File: config.mk
export PLATFORM = sky130hd
export DESIGN_NAME = block_dot_acc
export DESIGN_NICKNAME = d
export VERILOG_FILES = /design/src/rtl/block_dot_acc.sv
export SDC_FILE = /design/constraint.sdc
export NUM_CORES = 1
export LEC_CHECK = 0
export BUFFER_PORTS_ARGS = -buffer_cell sky130_fd_sc_hd__buf_4
export CAP_MARGIN = 20
export CORE_UTILIZATION = 45
export CTS_CLUSTER_DIAMETER = 100
export DETAILED_ROUTE_END_ITERATION = 6
export GPL_TIMING_DRIVEN = 0
export PLACE_DENSITY_LB_ADDON = 0.08
export SETUP_SLACK_MARGIN = 0.2
export SYNTH_ARGS = -nofsm -noshare
export SYNTH_HDL_FRONTEND = slang
export SYNTH_SLANG_ARGS = --single-unit
File: constraint.sdc
create_clock -name clk -period 11.7 [get_ports clk]
set_input_delay 1.755 -clock clk [delete_from_list [all_inputs] [get_ports clk]]
set_output_delay 1.755 -clock clk [all_outputs]
set_load 0.02 [all_outputs]
File: src/rtl/block_dot_acc.sv
// Streaming block dot-product accumulator: decodes one block of minifloat
// products per handshake, scales the partial sum by the block's shared
// exponent and accumulates with saturation until the packet's last block.
module block_dot_acc #(
  parameter int EXP_BIAS = 8,
  parameter int LENGTH   = 4,
  parameter int SIZE     = 8,
  parameter int NEXP     = 4,
  parameter int ACC_W    = 48,
  parameter int CNT_W    = 16
) (
  input  logic                             clk,
  input  logic                             rst,
  input  logic                             in_valid,
  output logic                             in_ready,
  input  logic [EXP_BIAS+LENGTH*SIZE-1:0]  in_block,
  input  logic                             in_last,
  output logic                             out_valid,
  input  logic                             out_ready,
  output logic signed [ACC_W-1:0]          out_acc,
  output logic                             out_ovf,
  output logic [CNT_W-1:0]                 out_count
);

  localparam int NMAN  = SIZE - 1 - NEXP;
  // Widest element magnitude: (NMAN+1)-bit significand shifted by up to 2^NEXP-2.
  localparam int MAG_W = NMAN + 1 + (1 << NEXP) - 2;
  // Signed sum of LENGTH magnitudes, with one spare bit of headroom.
  localparam int P_W   = MAG_W + 2 + $clog2(LENGTH);
  // Wide enough to hold P shifted by any amount below ACC_W without loss.
  localparam int T_W   = P_W + ACC_W;
  localparam int BLK_W = EXP_BIAS + LENGTH * SIZE;

  localparam logic signed [ACC_W-1:0] SAT_MAX = {1'b0, {(ACC_W-1){1'b1}}};
  localparam logic signed [ACC_W-1:0] SAT_MIN = {1'b1, {(ACC_W-1){1'b0}}};

  // Element decode: sign-magnitude minifloat to exact signed fixed point.
  logic signed [P_W-1:0] elem_val [LENGTH];

  for (genvar gi = 0; gi < LENGTH; gi++) begin : g_elem
    logic [SIZE-1:0] el;
    logic [NEXP-1:0] ex;
    logic            e_nz;
    logic [NEXP-1:0] sh;
    logic [P_W-1:0]  mag;

    assign el   = in_block[gi*SIZE +: SIZE];
    assign ex   = el[SIZE-2 -: NEXP];
    assign e_nz = |ex;
    assign sh   = e_nz ? (ex - NEXP'(1)) : '0;
    assign mag  = {{(P_W-NMAN-1){1'b0}}, e_nz, el[NMAN-1:0]} << sh;
    assign elem_val[gi] = el[SIZE-1] ? -$signed(mag) : $signed(mag);
  end

  // Exact partial sum of the block's elements.
  logic signed [P_W-1:0] p_sum;
  always_comb begin
    p_sum = '0;
    for (int i = 0; i < LENGTH; i++) begin
      p_sum = p_sum + elem_val[i];
    end
  end

  // Stage S1 registers and control.
  logic                  s1_valid;
  logic signed [P_W-1:0] s1_p;
  logic [EXP_BIAS-1:0]   s1_exp;
  logic                  s1_last;
  logic signed [ACC_W-1:0] acc;
  logic                  ovf_sticky;
  logic [CNT_W-1:0]      count;

  logic advance;
  logic accept;

  // The only stall is a finished packet waiting behind an unread result.
  assign advance  = s1_valid & ~(s1_last & out_valid & ~out_ready);
  assign in_ready = ~s1_valid | advance;
  assign accept   = in_valid & in_ready;

  // S1 pipeline register: loads on accept, empties when it advances.
  always_ff @(posedge clk) begin
    if (rst) begin
      s1_valid <= 1'b0;
      s1_p     <= '0;
      s1_exp   <= '0;
      s1_last  <= 1'b0;
    end else if (accept) begin
      s1_valid <= 1'b1;
      s1_p     <= p_sum;
      s1_exp   <= in_block[BLK_W-1 -: EXP_BIAS];
      s1_last  <= in_last;
    end else if (advance) begin
      s1_valid <= 1'b0;
    end
  end

  // S2: scale by the shared exponent, saturating to the accumulator range.
  logic signed [T_W-1:0]   p_ext;
  logic signed [T_W-1:0]   shifted;
  logic signed [ACC_W-1:0] term;
  logic                    term_sat;
  always_comb begin
    term     = '0;
    term_sat = 1'b0;
    p_ext    = {{ACC_W{s1_p[P_W-1]}}, s1_p};
    shifted  = p_ext << s1_exp;
    if (s1_p == '0) begin
      term = '0;
    end else if ((32'(s1_exp) >= ACC_W) ||
                 (shifted[T_W-1:ACC_W-1] != {(P_W+1){shifted[T_W-1]}})) begin
      term_sat = 1'b1;
      term     = s1_p[P_W-1] ? SAT_MIN : SAT_MAX;
    end else begin
      term = shifted[ACC_W-1:0];
    end
  end

  // Saturating accumulate of the scaled term.
  logic [ACC_W:0]          sum_wide;
  logic                    sum_sat;
  logic signed [ACC_W-1:0] sum;
  logic                    cycle_sat;
  logic [CNT_W-1:0]        count_inc;
  always_comb begin
    sum_wide  = {acc[ACC_W-1], acc} + {term[ACC_W-1], term};
    sum_sat   = sum_wide[ACC_W] ^ sum_wide[ACC_W-1];
    sum       = sum_sat ? (sum_wide[ACC_W] ? SAT_MIN : SAT_MAX) : sum_wide[ACC_W-1:0];
    cycle_sat = term_sat | sum_sat;
    count_inc = (&count) ? count : count + CNT_W'(1);
  end

  // Packet accumulator state: builds up on non-last blocks, clears on last.
  always_ff @(posedge clk) begin
    if (rst) begin
      acc        <= '0;
      ovf_sticky <= 1'b0;
      count      <= '0;
    end else if (advance) begin
      if (s1_last) begin
        acc        <= '0;
        ovf_sticky <= 1'b0;
        count      <= '0;
      end else begin
        acc        <= sum;
        ovf_sticky <= ovf_sticky | cycle_sat;
        count      <= count_inc;
      end
    end
  end

  // Result register: loaded by a last advance, held until taken downstream.
  always_ff @(posedge clk) begin
    if (rst) begin
      out_valid <= 1'b0;
      out_acc   <= '0;
      out_ovf   <= 1'b0;
      out_count <= '0;
    end else if (advance && s1_last) begin
      out_valid <= 1'b1;
      out_acc   <= sum;
      out_ovf   <= ovf_sticky | cycle_sat;
      out_count <= count_inc;
    end else if (out_ready) begin
      out_valid <= 1'b0;
    end
  end

endmodule

# == After elaboration in Yosys (flattened, before gate mapping) ==
# Index checks and enable logic that the tools add are counted.
# word_totals
elab_cells,75
input_bits,45
regBits,163
# classes
n_mux,23
reduce_logical,10
bitwise,11
magnitude_cmp,1
n_eq_ne,1
add_sub_neg,13
shifts,5
# ops
cell,n
$mux 48,6
$mux 22,4
$neg 22->22,4
$shl 4x4->22,4
$shl 70x8->70,1
$add 22x22->22,3
$add 48x48->49,1
$mux 16,2
$logic_not 22->1,1
$ne 22x22->1,1
$add 16x1->16 const B,1
$mux 4,4
$reduce_and 16->1,1
$reduce_or 4->1,4
$sub 4x1->4 const B,4
$ge 8x6->1 const B,1
$mux 1,7
$and 1x1->1,4
$reduce_bool 2->1,2
$not 1->1,3
$or 1x1->1,3
$logic_and 1x1->1,1
$logic_or 1x1->1,1
$xor 1x1->1,1

# == Logic depth before layout (Yosys ltp) ==
# Gate-level depths: netlist of the first run.
# logic_depth
word_depth,10
depth_mapped,30
ltp_nobuf,27

# == Worst setup path after synthesis of the first run ==
# No wires, ideal clock.
# synth_timing
kind,input to register
start,input port in_block[11]
end,register s1_p[21]
setup_slack_ps,3582
setup_ps,132
n_path_buf,1
stages,27
required_ps,11568
t_arrival_ps,7986
cell_sequence,clkbuf_1 > inv_1 > ha_1 > mux2i_1 > a211oi_1 > a2111oi_0 > nor2_1 > o21ai_1 > nand4_1 > or2_2 > o31ai_1 > xnor2_1 > fa_1 > fa_1 > inv_1 > ha_1 > a21o_1 > a21o_1 > a21o_1 > or4b_2 > a31o_2 > a21o_1 > nand2_1 > a21oi_1 > xnor3_1 > nand2_1 > a21oi_1
# synth_via
elab_chain_len,8
# synth_lines
element,line,source
from (decl),16,"input logic [EXP_BIAS+LENGTH*SIZE-1:0] in_block,"
$sub 4x1->4 / $reduce_or 4->1 (equally long branches),"50, 49",
$mux 4,50,assign sh = e_nz ? (ex - NEXP'(1)) : '0;
$shl 4x4->22 *,51,"assign mag = {{(P_W-NMAN-1){1'b0}}, e_nz, el[NMAN-1:0]} << sh;"
$neg 22->22,52,assign elem_val[gi] = el[SIZE-1] ? -$signed(mag) : $signed(mag);
$mux 22 *,52,
$add 22x22->22 * (3 in a row),60,p_sum = p_sum + elem_val[i];
to (signal assigned),90,s1_p <= p_sum;
to (decl),66,logic signed [P_W-1:0] s1_p;
# Every way passes the cells marked *; elsewhere a longest branch is shown, timed or not.
# A chain may end at the register's enable or synchronous reset.

# == Worst setup path after layout of the first run ==
# layout_timing
start,register s1_exp[2]
end,register acc[1]
# layout_via
elab_chain_len,9
# layout_lines
element,line,source
from (decl),67,logic [EXP_BIAS-1:0] s1_exp;
from (signal assigned),91,s1_exp <= in_block[BLK_W-1 -: EXP_BIAS];
$shl 70x8->70,107,shifted = p_ext << s1_exp;
$ne 22x22->1,111,(shifted[T_W-1:ACC_W-1] != {(P_W+1){shifted[T_W-1]}})) begin
$logic_or 1x1->1,110,end else if ((32'(s1_exp) >= ACC_W) ||
$mux 48 *,110,
$mux 48 *,108,if (s1_p == '0) begin
$add 48x48->49 *,126,"sum_wide = {acc[ACC_W-1], acc} + {term[ACC_W-1], term};"
$mux 48 / $xor 1x1->1 (equally long branches),"128, 127",
$mux 48 *,128,sum = sum_sat ? (sum_wide[ACC_W] ? SAT_MIN : SAT_MAX) : sum_wide[ACC_W-1:0];
$mux 48 *,140,if (s1_last) begin
to (signal assigned),145,acc <= sum;
to (decl),69,logic signed [ACC_W-1:0] acc;
# Marked as above.

==> results.py, run 1 <==
metrics = {
    "setup_path": {
        "rrSetupSlack_ns": 2.84,
        "crit_required_ns": 12.10,
        "cp_data_arrival_time_ns": 9.26,
        "crit_type": "flip-flop to flip-flop",
        "timing.rr.start": "s1_exp[2]$_SDFFE_PP0P_",
        "reg2regPathDepth": 26,
        "startpoint": "s1_exp[2]$_SDFFE_PP0P_",
        "cp-endpoint": "acc[1]$_SDFFE_PP0P_",
        "startpoint_type": "flip-flop",
        "crit_path_end_kind": "flip-flop",
        "r2r_end": "acc[1]$_SDFFE_PP0P_",
        "critPathMaxFanout": 10,
    },
    "finish": {
        "final_common_cell": "nand2_1",
        "antennaDiodeCount": 0,
        "fin_cells": 3074,
        "nets": 2713,
        "final_cell_mix": "nand2_1, nor2_1, a21oi_1",
        "stdcell_area_sq_um": 19800,
        "syn2layout_area_growth_pct": 11.5,
        "fillCellCount": 3989,
        "drive_gt1_share_pct": 11.8,
        "final_core_util_pct": 51.0,
    },
    "synth": {
        "ys_seq_elements": 163,
        "ys_async_sr_fraction_pct": 0,
        "avgSynthCellArea_sq_um": 7.36,
        "synth_cells": 2416,
        "synth_area_leaders": "dfxtp_1, nand2_1, a21oi_1",
        "synth_edf_count": 0,
        "synth.top_cell.area_share_pct": 18.4,
        "ys_warn_count": 0,
        "ys.flop_type": "dfxtp_1",
        "syn_area_sq_um": 17800,
        "yosys.area.top_type": "dfxtp_1",
        "ys_seq_area_share_pct": 18.4,
        "synth_cell_types": 113,
        "syn_nets": 2586,
    },
    "die": {
        "die_area_sq_um": 40300,
        "row_count": 72,
        "initial_utilization_pct": 45.8,
        "io_pins": 112,
        "fp.coreArea_sq_um": 38800,
        "fp.dieW_um": 201,
        "chipHeight_um": 201,
    },
    "place": {
        "hpwlAfterDp_um": 49900,
        "place_inst": 3041,
        "gp_congestion": 1.01,
        "numPortBuffers": 105,
        "place_area_sq_um": 19200,
        "dp_slack_ns": 2.67,
    },
    "sta": {
        "worst_pin_slew_ns": 1.24,
        "fin_ws_ns": 2.84,
        "fmax_mhz": 113,
        "timing.final.crit_share_pct": 75.7,
        "rsz0062_at_grt": "false",
        "period_needed_ns": 8.86,
        "maxSlewHeadroom_pct": 14.9,
        "hold_viol": 0,
        "skew_ns": 0.0139,
        "finalSetupViolations": 0,
        "slew_viol_final": 0,
        "setup_tns_ns": 0,
    },
    "cts": {
        "post_cts_buffers": 0,
        "cts_tree": "done",
        "clk_latency_ns": 0.49,
        "cts_resized": 0,
        "htree_levels": 4,
        "cts_sinks": 163,
        "cts_hold_buf": 0,
        "cts_buffer_depth": 2,
        "clkSlewWorstSetupHoldPaths_ns": 0.07,
        "root_buffer": "clkbuf_16",
        "cts_buffers": 17,
    },
    "routing": {
        "vias": 18403,
        "drtIter0Drc": 1260,
        "routed_via_density": 5.99,
        "drc": 0,
        "wirelength_um": 61300,
        "ant_nets": 0,
        "route.detailed.wl_per_inst_um": 19.9,
        "drtPass1Iterations": 5,
    },
    "global_route": {
        "grt_pass1_vias": 17311,
        "grt_max_degree": 17,
        "grt.total_usage_pct": 30.5,
        "antenna_found_initial": 0,
        "gr-total-overflow": 0,
        "grt_pass1_wl_um": 97200,
    },
    "run": {
        "drv_cap": 0,
    },
    "power_and_ir_drop": {
        "p_leak_nw": 8.08,
        "powerDensity_nw_per_um2": 267,
        "peakVddDrop_mv": 0.118,
    },
    "min_path": {
        "holdCritPathClass": "flip-flop to flip-flop",
    },
    "outcome": {
        "status": "completed",
    },
}
power breakdown:
part	internal [mW]	switching (mW)
logic	1.50	2.43
registers	0.680	0.0944
clock network	0.306	0.269
total	2.48	2.80
worst max-delay path: stages (launching register included):
cell	delay (ns)
dfxtp_1	0.44
clkbuf_1	0.44
clkbuf_1	0.48
clkbuf_1	0.50
o21ai_0	0.18
o21ai_0	0.22
o211ai_1	0.25
o41ai_2	0.42
o2111a_2	0.41
nand4_1	0.12
a21oi_1	0.37
ha_1	0.27
inv_1	0.06
fa_1	0.38
nand2b_1	0.20
a211oi_1	0.48
o21a_1	0.23
a211oi_2	0.13
a2111oi_1	1.10
o21ai_1	0.30
a21boi_1	0.26
mux2_2	0.20
buf_2	0.29
nor2b_1	0.53
buf_2	0.35
a21oi_1	0.06
o21ai_0	0.09
layout make-up:
cell class / count / area, sq um / area share, %
Buffer: 156 / 694 / 3.51
Clock buffer: 19 / 443 / 2.24
Clock inverter: 13 / 143 / 0.720
Inverter: 90 / 338 / 1.71
Multi-Input combinational cell: 2007 / 13500 / 68.0
Sequential cell: 163 / 3260 / 16.5
Tap cell: 518 / 648 / 3.27
Timing Repair Buffer: 108 / 806 / 4.07
cells in the mapped netlist (43+ instances only):
cell type	number
nand2_1	313
inv_1	87
nand2b_1	46
a21oi_1	218
o21ai_0	203
nor3_1	49
xnor2_1	78
nand3_1	48
dfxtp_1	163
clkbuf_1	109
ha_1	82
xor2_1	44
fa_1	43
nor2_1	226
worst min path at each step:
stage                               start                         end  cells past startpoint  slack (ns)
2_1_floorplan         acc[0]$_SDFFE_PP0P_         acc[0]$_SDFFE_PP0P_                      2        0.43
3_3_place_gp     out_acc[40]$_SDFFE_PP0P_    out_acc[40]$_SDFFE_PP0P_                      2        0.44
3_5_place_dp     out_acc[10]$_SDFFE_PP0P_    out_acc[10]$_SDFFE_PP0P_                      2        0.45
4_1_cts        out_count[12]$_SDFFE_PP0P_  out_count[12]$_SDFFE_PP0P_                      2        0.46
5_1_grt          out_acc[33]$_SDFFE_PP0P_    out_acc[33]$_SDFFE_PP0P_                      2        0.48
6_report         out_acc[33]$_SDFFE_PP0P_    out_acc[33]$_SDFFE_PP0P_                      2        0.45
sequential cells by signal, indices dropped and copies added, names as in the netlist:
signal      count
out_count      16
s1_valid        1
acc            48
count          16
out_acc        48
out_valid       1
s1_p           22
out_ovf         1
s1_exp          8
s1_last         1
ovf_sticky      1
logic make-up after synthesis:
logic type,after synthesis,synth area share [%]
muxes,68,5.75
buffers and inverters,246,5.81
DFF,163,18.4
and+or+nand+nor,879,23.6
AOI/OAI and AO/OA,811,29.6
xor gates and xnor gates,124,6.27
adders and majority gates,125,10.6
per-layer routing:
layer | part of all wire (%) | GRT usage [%] | wire [um] | up-vias
met2 | 48 | 51.7 | 29300 | 505
li1 | - | - | - | 8980
met1 | 44 | 39.3 | 27000 | 8818
met4 | 3.5 | 12.0 | 2150 | 0
met5 | 0 | 0 | 0 | -
met3 | 4.6 | 3.88 | 2800 | 100
through the flow:
step	power, mW	hold WS, ns
4_1_cts	5.26	0.462
5_1_grt	5.73	0.480
3_5_place_dp	4.67	0.448
6_report	5.28	0.455
2_1_floorplan	3.65	0.432
3_3_place_gp	4.64	0.438
No activity file was read; power rests on OpenSTA's default activity.
==> run 2: changes to the inputs <==
==> constraint.sdc (replaced) <==
create_clock -name clk -period 7.9 [get_ports clk]
set_input_delay 1.185 -clock clk [delete_from_list [all_inputs] [get_ports clk]]
set_output_delay 1.185 -clock clk [all_outputs]
set_load 0.02 [all_outputs]
==> run 2 against run 1 <==
- power rose by 50%
- count of clock-buffer cells in the layout is the same
- largest power group unchanged
- critical endpoint is now s1_p[21]$_SDFFE_PP0P_
- critical path depth grew 1
- global-route usage up 0.082 points
- via count is 0.14% lower
- highest routed layer unchanged
- wire length increased by 0.53%
- largest cell class unchanged
==> results.py, run 2 (synthesis results as in run 1) <==
metrics = {
    "die": {
        "initial_utilization_pct": 45.8,
        "chipHeight_um": 201,
        "die_area_sq_um": 40300,
        "io_pins": 112,
        "fp.coreArea_sq_um": 38800,
        "row_count": 72,
        "fp.dieW_um": 201,
    },
    "routing": {
        "route.detailed.wl_per_inst_um": 20.0,
        "drtPass1Iterations": 5,
        "vias": 18377,
        "drtIter0Drc": 1217,
        "ant_nets": 0,
        "routed_via_density": 5.97,
        "drc": 0,
        "wirelength_um": 61600,
    },
    "sta": {
        "period_needed_ns": 7.63,
        "worst_pin_slew_ns": 0.959,
        "setup_tns_ns": 0,
        "finalSetupViolations": 0,
        "rsz0062_at_grt": "true",
        "fmax_mhz": 131,
        "slew_viol_final": 0,
        "maxSlewHeadroom_pct": 35.8,
        "hold_viol": 0,
        "timing.final.crit_share_pct": 96.6,
        "skew_ns": 0.0231,
    },
    "power_and_ir_drop": {
        "comb_power_share_pct": 74.7,
        "p_leak_nw": 8.20,
        "power.switching_mw": 4.19,
        "p_sw_share_pct": 53.1,
        "powerDensity_nw_per_um2": 392,
        "peakVddDrop_mv": 0.177,
        "seqPwrFrac_pct": 14.5,
        "clkPwrFrac_pct": 10.7,
        "power.internal_mw": 3.71,
    },
    "cts": {
        "cts_buffer_depth": 2,
        "clkSlewWorstSetupHoldPaths_ns": 0.07,
        "cts_sinks": 163,
        "clk_latency_ns": 0.49,
        "cts_buffers": 17,
        "cts_tree": "done",
        "cts_hold_buf": 0,
        "htree_levels": 4,
        "root_buffer": "clkbuf_16",
    },
    "finish": {
        "final_cell_mix": "nand2_1, nor2_1, a21oi_1",
        "multi_input_area_sq_um": 13800,
        "fillCellCount": 3949,
        "drive_gt1_share_pct": 14.4,
        "nets": 2718,
        "top_regs": "acc: 48 flops, out_acc: 48 flops, s1_p: 22 flops",
        "antennaDiodeCount": 0,
        "final_common_cell": "nand2_1",
        "syn2layout_area_growth_pct": 13.4,
        "register_area_sq_um": 3260,
        "stdcell_area_sq_um": 20200,
    },
    "global_route": {
        "grt_pass1_wl_um": 97500,
        "grt_pass1_vias": 17379,
        "grt.total_usage_pct": 30.6,
        "grt_max_degree": 17,
        "gr-total-overflow": 0,
        "antenna_found_initial": 0,
    },
    "setup_path": {
        "cp_data_arrival_time_ns": 7.97,
        "critPathMaxFanout": 9,
        "max_stage_delay_ns": 0.69,
        "worst_path_most_repeated_cell": "a21o_1",
        "crit_required_ns": 8.25,
        "crit_path_end_kind": "flip-flop",
        "cpMaxStageDelayCell": "or4b_2",
        "crit_type": "input pin to flip-flop",
        "startpoint_type": "input pin",
    },
    "place": {
        "hpwlAfterDp_um": 49900,
        "numPortBuffers": 105,
        "place_area_sq_um": 19200,
        "gp_congestion": 1.01,
    },
    "run": {
        "drv_cap": 0,
    },
    "min_path": {
        "holdCritPathClass": "flip-flop to flip-flop",
    },
    "outcome": {
        "status": "completed",
    },
}
-- run 2: cell count changes in the layout (fill, tap and decap cells not counted), moves of 4 or more --
cell / change
o21ai_0: -4
ha_1: -4
mux2i_1: -4
a211oi_2: +4
clkbuf_1: -14
buf_4: +6
o21ai_2: +6
a21oi_2: +4
clkbuf_2: +13
nor2b_1: -4
ha_2: +4
a211oi_1: -6
a21oi_1: -4
-- run 2: repair_timing --
action,in CTS,in global routing
endpoints found under the setup margin,97,94
pin swaps,0,7
gates resized for setup,27,63
setup buffers,1,5
-- run 2: through the flow --
step | setup WS [ns] | total power [mW] | util (%) | std cells | hold slack (ns)
finish | 0.273 | 7.90 | 51.9 | 3079 | 0.455
global route | 0.0497 | 8.57 | 51.9 | 3079 | 0.480
floorplan | 0.352 | 5.40 | - | 2416 | 0.432
CTS | 0.206 | 7.83 | 51.3 | 3074 | 0.462
global placement | -1.07 | 6.88 | 49.5 | 3039 | 0.438
detailed placement | -0.735 | 6.91 | 49.5 | 3041 | 0.448
-- run 2: worst paths after layout --
path	startpoint	to	slack, ns	cells after the start
worst min register to register	out_acc[33]$_SDFFE_PP0P_	out_acc[33]$_SDFFE_PP0P_	0.45	2
worst max register to register	s1_exp[3]$_SDFFE_PP0P_	acc[1]$_SDFFE_PP0P_	0.47	26
worst max-delay path	in_block[19]	s1_p[21]$_SDFFE_PP0P_	0.27	27
worst min-delay path	out_acc[33]$_SDFFE_PP0P_	out_acc[33]$_SDFFE_PP0P_	0.45	2
-- run 2: layout make-up --
class                      count  share of cell area (%)
multi-input combinational   2007                    68.3
sequential                   163                    16.2
timing repair buffer         113                    4.18
buffer                       156                    3.56
tap                          518                    3.22
clock buffer                  19                    2.20
inverter                      90                    1.69
clock inverter                13                   0.708
-- run 2: worst max-delay path, delay by kind of cell --
kind / cells / cell delay (ns)
AOI/OAI and AO/OA: 12 / 2.56
xor gates and xnor gates: 2 / 0.70
adders and majority gates: 4 / 1.72
buffers and inverters: 4 / 0.56
muxes: 1 / 0.26
and+or+nand+nor: 4 / 1.00
-- run 2: power by group through the flow --
stage	clock [mW]	sequential, mW	combinational [mW]
final	0.848	1.15	5.90
after global routing	0.900	1.17	6.50
after CTS	0.868	1.14	5.82
after detailed placement	0	1.16	5.75
after global placement	0	1.15	5.72
after floorplan	0	1.17	4.24
-- run 2: layer usage --
layer	vias up	global-route usage (%)	wire length, um
met1	8817	39.4	27000
met5	-	0	0
met4	0	11.6	2130
li1	8988	-	-
met2	481	52.1	29600
met3	91	3.85	2790
